===== src/rtl/beep_sound_arbiter.sv =====
// Fixed-priority arbiter sharing one piezo between background music (source 0) and three sound effects.
// Optional build macro BEEP_ARB_PREEMPT_EN lets a higher-index effect cut off the one playing.
module beep_sound_arbiter #(
    parameter int TICK_CYCLES  = 12500000,
    parameter int EFFECT_TICKS = 4,
    parameter int GAP_CYCLES   = 1250000
) (
    input  logic       i_clk,
    input  logic       i_rst,
    input  logic [1:0] i_gamemode,
    input  logic [3:0] i_req,
    input  logic [3:0] i_src_beep,
    output logic [3:0] o_src_en,
    output logic [1:0] o_active_id,
    output logic       o_busy,
    output logic       o_beep
);

    localparam int CNT_MAX = (TICK_CYCLES > GAP_CYCLES) ? TICK_CYCLES : GAP_CYCLES;
    localparam int CNT_W   = (CNT_MAX > 1) ? $clog2(CNT_MAX) : 1;
    localparam int DUR_W   = (EFFECT_TICKS > 1) ? $clog2(EFFECT_TICKS) : 1;

    localparam logic [CNT_W-1:0] TICK_LAST = CNT_W'(TICK_CYCLES - 1);
    localparam logic [CNT_W-1:0] GAP_LAST  = CNT_W'(GAP_CYCLES - 1);
    localparam logic [DUR_W-1:0] DUR_LOAD  = DUR_W'(EFFECT_TICKS - 1);

    typedef enum logic [1:0] {
        ST_IDLE,
        ST_BG,
        ST_EFFECT,
        ST_GAP
    } state_t;

    state_t           r_state;
    logic [3:1]       r_pending;
    logic [CNT_W-1:0] r_tick;
    logic [DUR_W-1:0] r_dur;
    logic [3:0]       r_src_en;
    logic [1:0]       r_active_id;
    logic             r_busy;
    logic             r_beep;

    state_t           w_state_nxt;
    logic [CNT_W-1:0] w_tick_nxt;
    logic [DUR_W-1:0] w_dur_nxt;
    logic [1:0]       w_id_nxt;
    logic [3:1]       w_clear;
    logic [3:1]       w_pending_nxt;
    logic [3:0]       w_src_en_nxt;
    logic [1:0]       w_active_id_nxt;
    logic             w_busy_nxt;
    logic             w_pause;
    logic             w_grant_vld;
    logic [1:0]       w_grant_id;
    logic             w_load;
    logic             w_preempt;
    logic             w_unused;

    // Source 0 is never requested; its request bit is deliberately ignored.
    assign w_unused    = i_req[0];
    assign w_pause     = (i_gamemode == 2'b11);
    assign w_grant_vld = |r_pending;
    assign w_grant_id  = r_pending[3] ? 2'd3 : (r_pending[2] ? 2'd2 : 2'd1);

`ifdef BEEP_ARB_PREEMPT_EN
    assign w_preempt = w_grant_vld && (w_grant_id > r_active_id);
`else
    assign w_preempt = 1'b0;
`endif

    // NOTE: every signal gets a default before the case so no path leaves it unassigned (no latch).
    always_comb begin
        w_state_nxt = r_state;
        w_tick_nxt  = r_tick;
        w_dur_nxt   = r_dur;
        w_id_nxt    = r_active_id;
        w_load      = 1'b0;
        w_clear     = '0;

        if (w_pause) begin
            w_state_nxt = ST_IDLE;
            w_tick_nxt  = '0;
            w_dur_nxt   = '0;
            w_id_nxt    = 2'd0;
        end else begin
            case (r_state)
                ST_IDLE: begin
                    if (w_grant_vld) w_load = 1'b1;
                    else if (i_gamemode == 2'b00) w_state_nxt = ST_BG;
                end
                ST_BG: begin
                    if (w_grant_vld) w_load = 1'b1;
                    else if (i_gamemode != 2'b00) w_state_nxt = ST_IDLE;
                end
                ST_EFFECT: begin
                    if (w_preempt) begin
                        w_load = 1'b1;
                    end else if (r_tick == TICK_LAST) begin
                        w_tick_nxt = '0;
                        if (r_dur == '0) w_state_nxt = ST_GAP;
                        else w_dur_nxt = r_dur - 1'b1;
                    end else begin
                        w_tick_nxt = r_tick + 1'b1;
                    end
                end
                ST_GAP: begin
                    if (r_tick == GAP_LAST) begin
                        w_state_nxt = ST_IDLE;
                        w_tick_nxt  = '0;
                    end else begin
                        w_tick_nxt = r_tick + 1'b1;
                    end
                end
                default: w_state_nxt = ST_IDLE;
            endcase

            if (w_load) begin
                w_state_nxt = ST_EFFECT;
                w_id_nxt    = w_grant_id;
                w_tick_nxt  = '0;
                w_dur_nxt   = DUR_LOAD;
                w_clear     = {w_grant_id == 2'd3, w_grant_id == 2'd2, w_grant_id == 2'd1};
            end
        end
    end

    // A new request on the same edge as its grant-clear survives, so the effect replays after the gap.
    assign w_pending_nxt = w_pause ? '0 : ((r_pending & ~w_clear) | i_req[3:1]);

    always_comb begin
        w_src_en_nxt    = 4'b0000;
        w_active_id_nxt = 2'd0;
        w_busy_nxt      = 1'b0;
        case (w_state_nxt)
            ST_BG:     w_src_en_nxt = 4'b0001;
            ST_EFFECT: begin
                w_src_en_nxt    = 4'b0001 << w_id_nxt;
                w_active_id_nxt = w_id_nxt;
                w_busy_nxt      = 1'b1;
            end
            ST_GAP:    w_busy_nxt = 1'b1;
            default:   w_busy_nxt = 1'b0;
        endcase
    end

    // NOTE: sequential state uses non-blocking assignments so all registers update from pre-edge values.
    always_ff @(posedge i_clk) begin
        if (i_rst) begin
            r_state     <= ST_IDLE;
            r_pending   <= '0;
            r_tick      <= '0;
            r_dur       <= '0;
            r_src_en    <= 4'b0000;
            r_active_id <= 2'd0;
            r_busy      <= 1'b0;
            r_beep      <= 1'b0;
        end else begin
            r_state     <= w_state_nxt;
            r_pending   <= w_pending_nxt;
            r_tick      <= w_tick_nxt;
            r_dur       <= w_dur_nxt;
            r_src_en    <= w_src_en_nxt;
            r_active_id <= w_active_id_nxt;
            r_busy      <= w_busy_nxt;
            r_beep      <= ((r_state == ST_BG) || (r_state == ST_EFFECT)) ?
                           i_src_beep[r_active_id] : 1'b0;
        end
    end

    assign o_src_en    = r_src_en;
    assign o_active_id = r_active_id;
    assign o_busy      = r_busy;
    assign o_beep      = r_beep;

endmodule


===== config.mk =====
export PLATFORM = sky130hd
export DESIGN_NAME = beep_sound_arbiter
export DESIGN_NICKNAME = d
export VERILOG_FILES = /design/src/rtl/beep_sound_arbiter.sv
export SDC_FILE = /design/constraint.sdc
export NUM_CORES = 1
export LEC_CHECK = 0
export CORE_UTILIZATION = 51
export CTS_CLUSTER_DIAMETER = 150
export DETAILED_ROUTE_END_ITERATION = 7
export HOLD_SLACK_MARGIN = 0.03
export PLACE_DENSITY = 0.82
export SYNTH_ARGS = -nofsm -noshare
export SYNTH_HDL_FRONTEND = slang
export SYNTH_SLANG_ARGS = --single-unit

===== constraint.sdc =====
create_clock -name i_clk -period 2.2 [get_ports i_clk]
set_input_delay 0.66 -clock i_clk [delete_from_list [all_inputs] [get_ports i_clk]]
set_output_delay 0.66 -clock i_clk [all_outputs]
set_load 0.05 [all_outputs]

---- Word-level counts from Yosys, hierarchy flattened ----
Index checks and enable logic that the tools add are counted.
operators by class
  $add $sub $neg .......................... 2
  order comparisons ....................... 1
  equal/unequal tests ..................... 13
  shift-type cells ........................ 1
  multiplexer cells ....................... 30
  bitwise logic cells ..................... 5
  reductions and logical operators ........ 16
operators by type and width
  operator                                                    count
  2-to-1 mux 24 bit                                           2
  case mux 24 bit (2 select lines)                            1
  2-to-1 mux 2 bit                                            17
  adder 24 x 1 -> 24 bit, second input constant               1
  equality test 24 x 21 -> 1 bit, second input constant       1
  equality test 24 bit, second input constant                 1
  equality test 2 bit, second input constant                  7
  OR reduction 2 bit                                          5
  case mux 2 bit (4 select lines)                             1
  case mux 4 bit (2 select lines)                             1
  nonzero test 2 bit                                          4
  equality test 2 x 1 -> 1 bit, second input constant         3
  zero test 2 bit                                             3
  2-to-1 mux 3 bit                                            2
  OR reduction 3 bit                                          2
  2-to-1 mux 1 bit                                            5
  left shift 1 x 2 -> 4 bit, first input constant             1
  AND 3 bit                                                   1
  less-than comparator 2 x 3 -> 1 bit, second input constant  1
  NOT 3 bit                                                   1
  bitwise OR 3 bit                                            1
  AND reduction 3 bit                                         1
  binary-select mux 1 bit (select 2 bit)                      1
  inequality test 2 x 1 -> 1 bit, second input constant       1
  other kinds (3)                                             4
word-level totals
  register bits ........................... 39
  input bits .............................. 12
  output and inout port bits .............. 8

---- Logic depth before layout (Yosys ltp) ----
  depth after elaboration ................. 9
  gate-level depth with buffers ........... 10
  mapped depth without buffers ............ 10

---- Least setup slack after synthesis ----
OpenSTA, ideal clock, no wires.
  path kind ............................... reg2reg
  from .................................... register r_state[0]
  to ...................................... register r_src_en[2] (netlist: o_src_en[2])
  library setup time ...................... 0.092 ns
  data arrival time ....................... 2.095 ns
  required time ........................... 2.108 ns
  slack ................................... 0.013 ns
  cell stages (with the launch flop) ...... 10
  clock period less this slack ............ 2.187 ns
  cell sequence ........................... dfxtp_1 -> inv_1 -> ha_1 -> inv_1 -> or3_1 -> nor3_1 -> o2bb2ai_1 -> a21o_1 -> ha_1 -> nor4_1
on the way
  cells in the longest elaborated chain, start to end .. 8
ends and longest elaborated chain
  element                                                          RTL line  text
  start, declared                                                  34        state_t r_state;
  start signal, assigned                                           158       r_state <= w_state_nxt;
  equality test 2 x 1 -> 1 bit or zero test 2 bit (tied branches)  86        case (r_state)
  OR reduction 2 bit (no line)                                     n/a
  2-to-1 mux 1 bit                                                 n/a
  2-to-1 mux 1 bit                                                 80        if (w_pause) begin
  2-to-1 mux 2 bit                                                 117       if (w_load) begin
  2-to-1 mux 2 bit                                                 80
  equality test 2 bit (tied with other cells)                      134       case (w_state_nxt)
  case mux 4 bit (2 select lines) (*)                              134
  end signal, assigned                                             162       r_src_en <= w_src_en_nxt;
  end, declared                                                    38        logic [3:0] r_src_en;
Every way passes the cells marked *; elsewhere a longest branch is shown, timed or not. The select of a mux whose other input is x is not followed.
A chain may end at the register's enable or synchronous reset.

---- Worst setup path after layout ----
  from .................................... register r_tick[1]
  to ...................................... register r_src_en[1] (netlist: o_src_en[1])
on the way
  cells in the longest elaborated chain, start to end .. 7
ends and longest elaborated chain
  element                                                                 RTL line  text
  start, declared                                                         36        logic [CNT_W-1:0] r_tick;
  start signal, assigned                                                  160       r_tick <= w_tick_nxt;
  equality test 24 x 21 -> 1 bit or equality test 24 bit (tied branches)  107, 98
  2-to-1 mux 2 bit, on equally long branches                              107, 98
  case mux 2 bit (4 select lines) (*)                                     86
  2-to-1 mux 2 bit (*)                                                    117
  2-to-1 mux 2 bit (*)                                                    80
  via w_state_nxt[1]                                                      43        state_t w_state_nxt;
  equality test 2 bit or equality test 2 x 1 -> 1 bit (tied branches)     134
  case mux 4 bit (2 select lines) (*)                                     134
The timed path passes the listed nets; every way through them passes the cells marked *.

==> run summary <==
status: finished, violations left
violated checks: setup timing
Max Cap Viol: 0
fmax: 449 MHz
Pwr Density: 643 mW/mm^2
fraction of layout cells with a size suffix above 1: 26.0%
cell taking the most area after synthesis: dfxtp_1
Worst R2R Path Depth: 9
critical-path maximum fanout: 4
Comb power frac: 25.7%
clk sinks: 39
Critical Path AT: 2430 ps
Critical Path Slowest Stage Cell: a221o_1
area share of fa/ha/maj cells after synthesis: 6.20%
Ports: 20
DRC Markers: 0
Port Buffer Count: 18
H-tree Lvls: 2
global-route wire length before repair: 7690 um
Setup CP Type: reg2reg
Core Region: 0.00372 mm^2
post-layout min period: 2230 ps
CP peak stage delay: 350 ps
HPWL after DPL: 3360 um
placed cells: 322
Yosys top cell area share: 38.7%
fin crit share: 101%
post-synthesis mux area share: 0.993%
vias per inst: 5.46
vias in the first global route: 1772
Reg power frac: 43.1%
Detail Route Antenna Nets: 0
largest family of logic cells by synthesized area: simple AND/OR/NAND/NOR gates
setup TNS: -29.5 ps
Post-CTS Hold Fix Bufs: 0
full die area: 0.00421 mm^2
Synth Instances: 222
total routed wirelength: 4790 um
switch share: 29.5%
post-synthesis cell type count: 49
Starting DRT DRC Count: 67
Max Root-Sink Buffers: 2
CP Cell Sequence: ha_2 -> and4bb_2 -> nand4_1 -> o21ai_2 -> a221o_1 -> a21boi_2 -> ha_4 -> nand3b_1 -> nor3b_1
DR vias: 1817
Total GRT Usage: 23.9%
Yosys warnings: 0
largest net degree at the start of global routing: 25
Die Y: 64.9 um
net load switching power: 512 uW
Starting Density: 54.3%
Worst Path Required: 2400 ps
Non-Filler Instances: 333
worst-margin pin slew: 510 ps
internal power: 1220 uW
Synth Area in Simple Gates: 27.7%
XOR/XNOR Fraction of Synth Area: 9.99%
Syn-to-layout area delta: 33.8%
DR WL/cell: 14.4 um
Leak Pwr: 0.00109 uW
chip width: 64.9 um
Final WS setup: -29.5 ps
Synth Area in Compound Gates: 12.1%
Synth area leaders: dfxtp_1 (39%), nor2_1 (7.6%), xnor2_1 (6.9%)
nets@finish: 306
Hold Crit Depth: 2
number of diodes: 0
Root Buffer Master: clkbuf_8
sequential area share after synthesis: 38.7%
synthesized area per cell: 9.09 um^2
initial antenna violation count: 0
worst min path class: reg2reg
Fin Clk Skew: 6.63 ps
row cnt: 22
RSZ-0062 raised after global routing: true
#FFs+latches synth: 39
slew margin rel.: 65.9%
TritonCTS buffer count: 5
most frequent cells in the layout: nor2_1 (41), buf_4 (41), dfxtp_1 (37), xnor2_1 (16)
Clock Power Share: 31.2%
maximum VDD drop: 0.510 mV
RePlAce Congestion: 0.830
netlist area before placement: 0.00202 mm^2
Synthesized Nets: 244
startpoint type of the worst setup path: flip-flop
Final Hold Vio Count: 0
aggregate global routing overflow: 0
first-pass detailed-route iteration total: 4
clock-pin slew on the worst setup and hold paths: 80 ps
# setup viols final: 1
Clk Latency, worst-skew pair: 290 ps
fin. max-slew vios: 0
Worst setup EP type: flip-flop
CTS tree: built
[stage by stage]
| step | total power [uW] | hold slack (ps) | utilization, % | area [um^2] | setup slack [ps] |
|---|---|---|---|---|---|
| after global placement | 1130 | 458 | 67.2 | 2500 | -483 |
| after detailed placement | 1140 | 464 | 67.2 | 2500 | -575 |
| final | 1740 | 483 | 72.6 | 2700 | -29.5 |
| after CTS | 1720 | 479 | 70.8 | 2630 | 0.254 |
| after global routing | 1810 | 496 | 72.6 | 2700 | -97.4 |
| after floorplan | 994 | 439 | - | 2020 | 13.1 |
[final timing paths]
kind	start	endpoint	slack, ps
setup / recovery	r_tick[1]	o_src_en[1]	-30
hold / removal	r_dur[1]	r_dur[1]	480
setup reg to reg	r_tick[1]	o_src_en[1]	-30
hold reg to reg	r_dur[1]	r_dur[1]	480
[routing by layer]
metal / vias to the layer above / track usage, % / wire length, um
met5: - / 0 / 0
met2: 30 / 43.5 / 2520
li1: 908 / - / -
met4: 0 / 11.7 / 108
met1: 869 / 25.7 / 2020
met3: 10 / 5.46 / 143
[kinds of logic after synthesis]
group / after synthesis
simple gates: 98
flops: 39
compound gates: 33
xor+xnor: 23
buf+inv: 17
fa+ha+maj: 10
mux: 2
[power by group through the flow]
stage	logic [uW]	registers, uW	clock network [uW]
final	446	749	541
after global routing	479	752	575
after CTS	412	748	556
after detailed placement	378	764	0
after global placement	366	763	0
after floorplan	188	805	0
[worst max-delay path: cells and delay by family (launching register included)]
kind                       cells  cell delay (ps)
AOI/OAI and AO/OA              3              700
adders and majority gates      2              390
DFF                            1              330
and+or+nand+nor                4              720
[synth_stat cells, drive strengths merged]
library cell	count
nor2	41
dfxtp	39
xnor2	16
inv	14
ha	10
nand2	10
nand4	8
a21oi	7
nand3	7
xor2	7
nor4	6
a211oi	5
o21ai	5
nor3	4
and4bb	3
buf	3
nor3b	3
a21o	2
a22o	2
and3	2
and4b	2
mux2i	2
nand2b	2
nand3b	2
nor2b	2
nor4b	2
a2111oi	1
a211o	1
a21boi	1
a221o	1
a31oi	1
and4	1
nor4bb	1
o2111a	1
o211a	1
o211ai	1
o21bai	1
o221a	1
o2bb2ai	1
o32a	1
or2	1
or3	1
[state kept, by name (all words and copies together), names as in the netlist]
name / cells
o_busy: 1
o_active_id: 2
r_pending: 3
r_dur: 2
o_beep: 1
r_tick: 24
o_src_en: 4
r_state: 2
[area by class of cell]
type	count	area (um^2)
Multi-Input combinational cell	166	1210
Fill cell	259	1020
Sequential cell	39	783
Timing Repair Buffer	58	485
Clock buffer	7	96.3
Tap cell	48	60.1
Inverter	14	52.6
Clock inverter	1	7.51
[timing repair]
action,4_1_cts,5_1_grt
setup endpoints to repair,7,5
resized for setup,6,14
endpoints found under the hold margin,0,0
buffers inserted,1,2
pin swaps,4,10
Note: power is estimated with default switching activity, not from simulation.
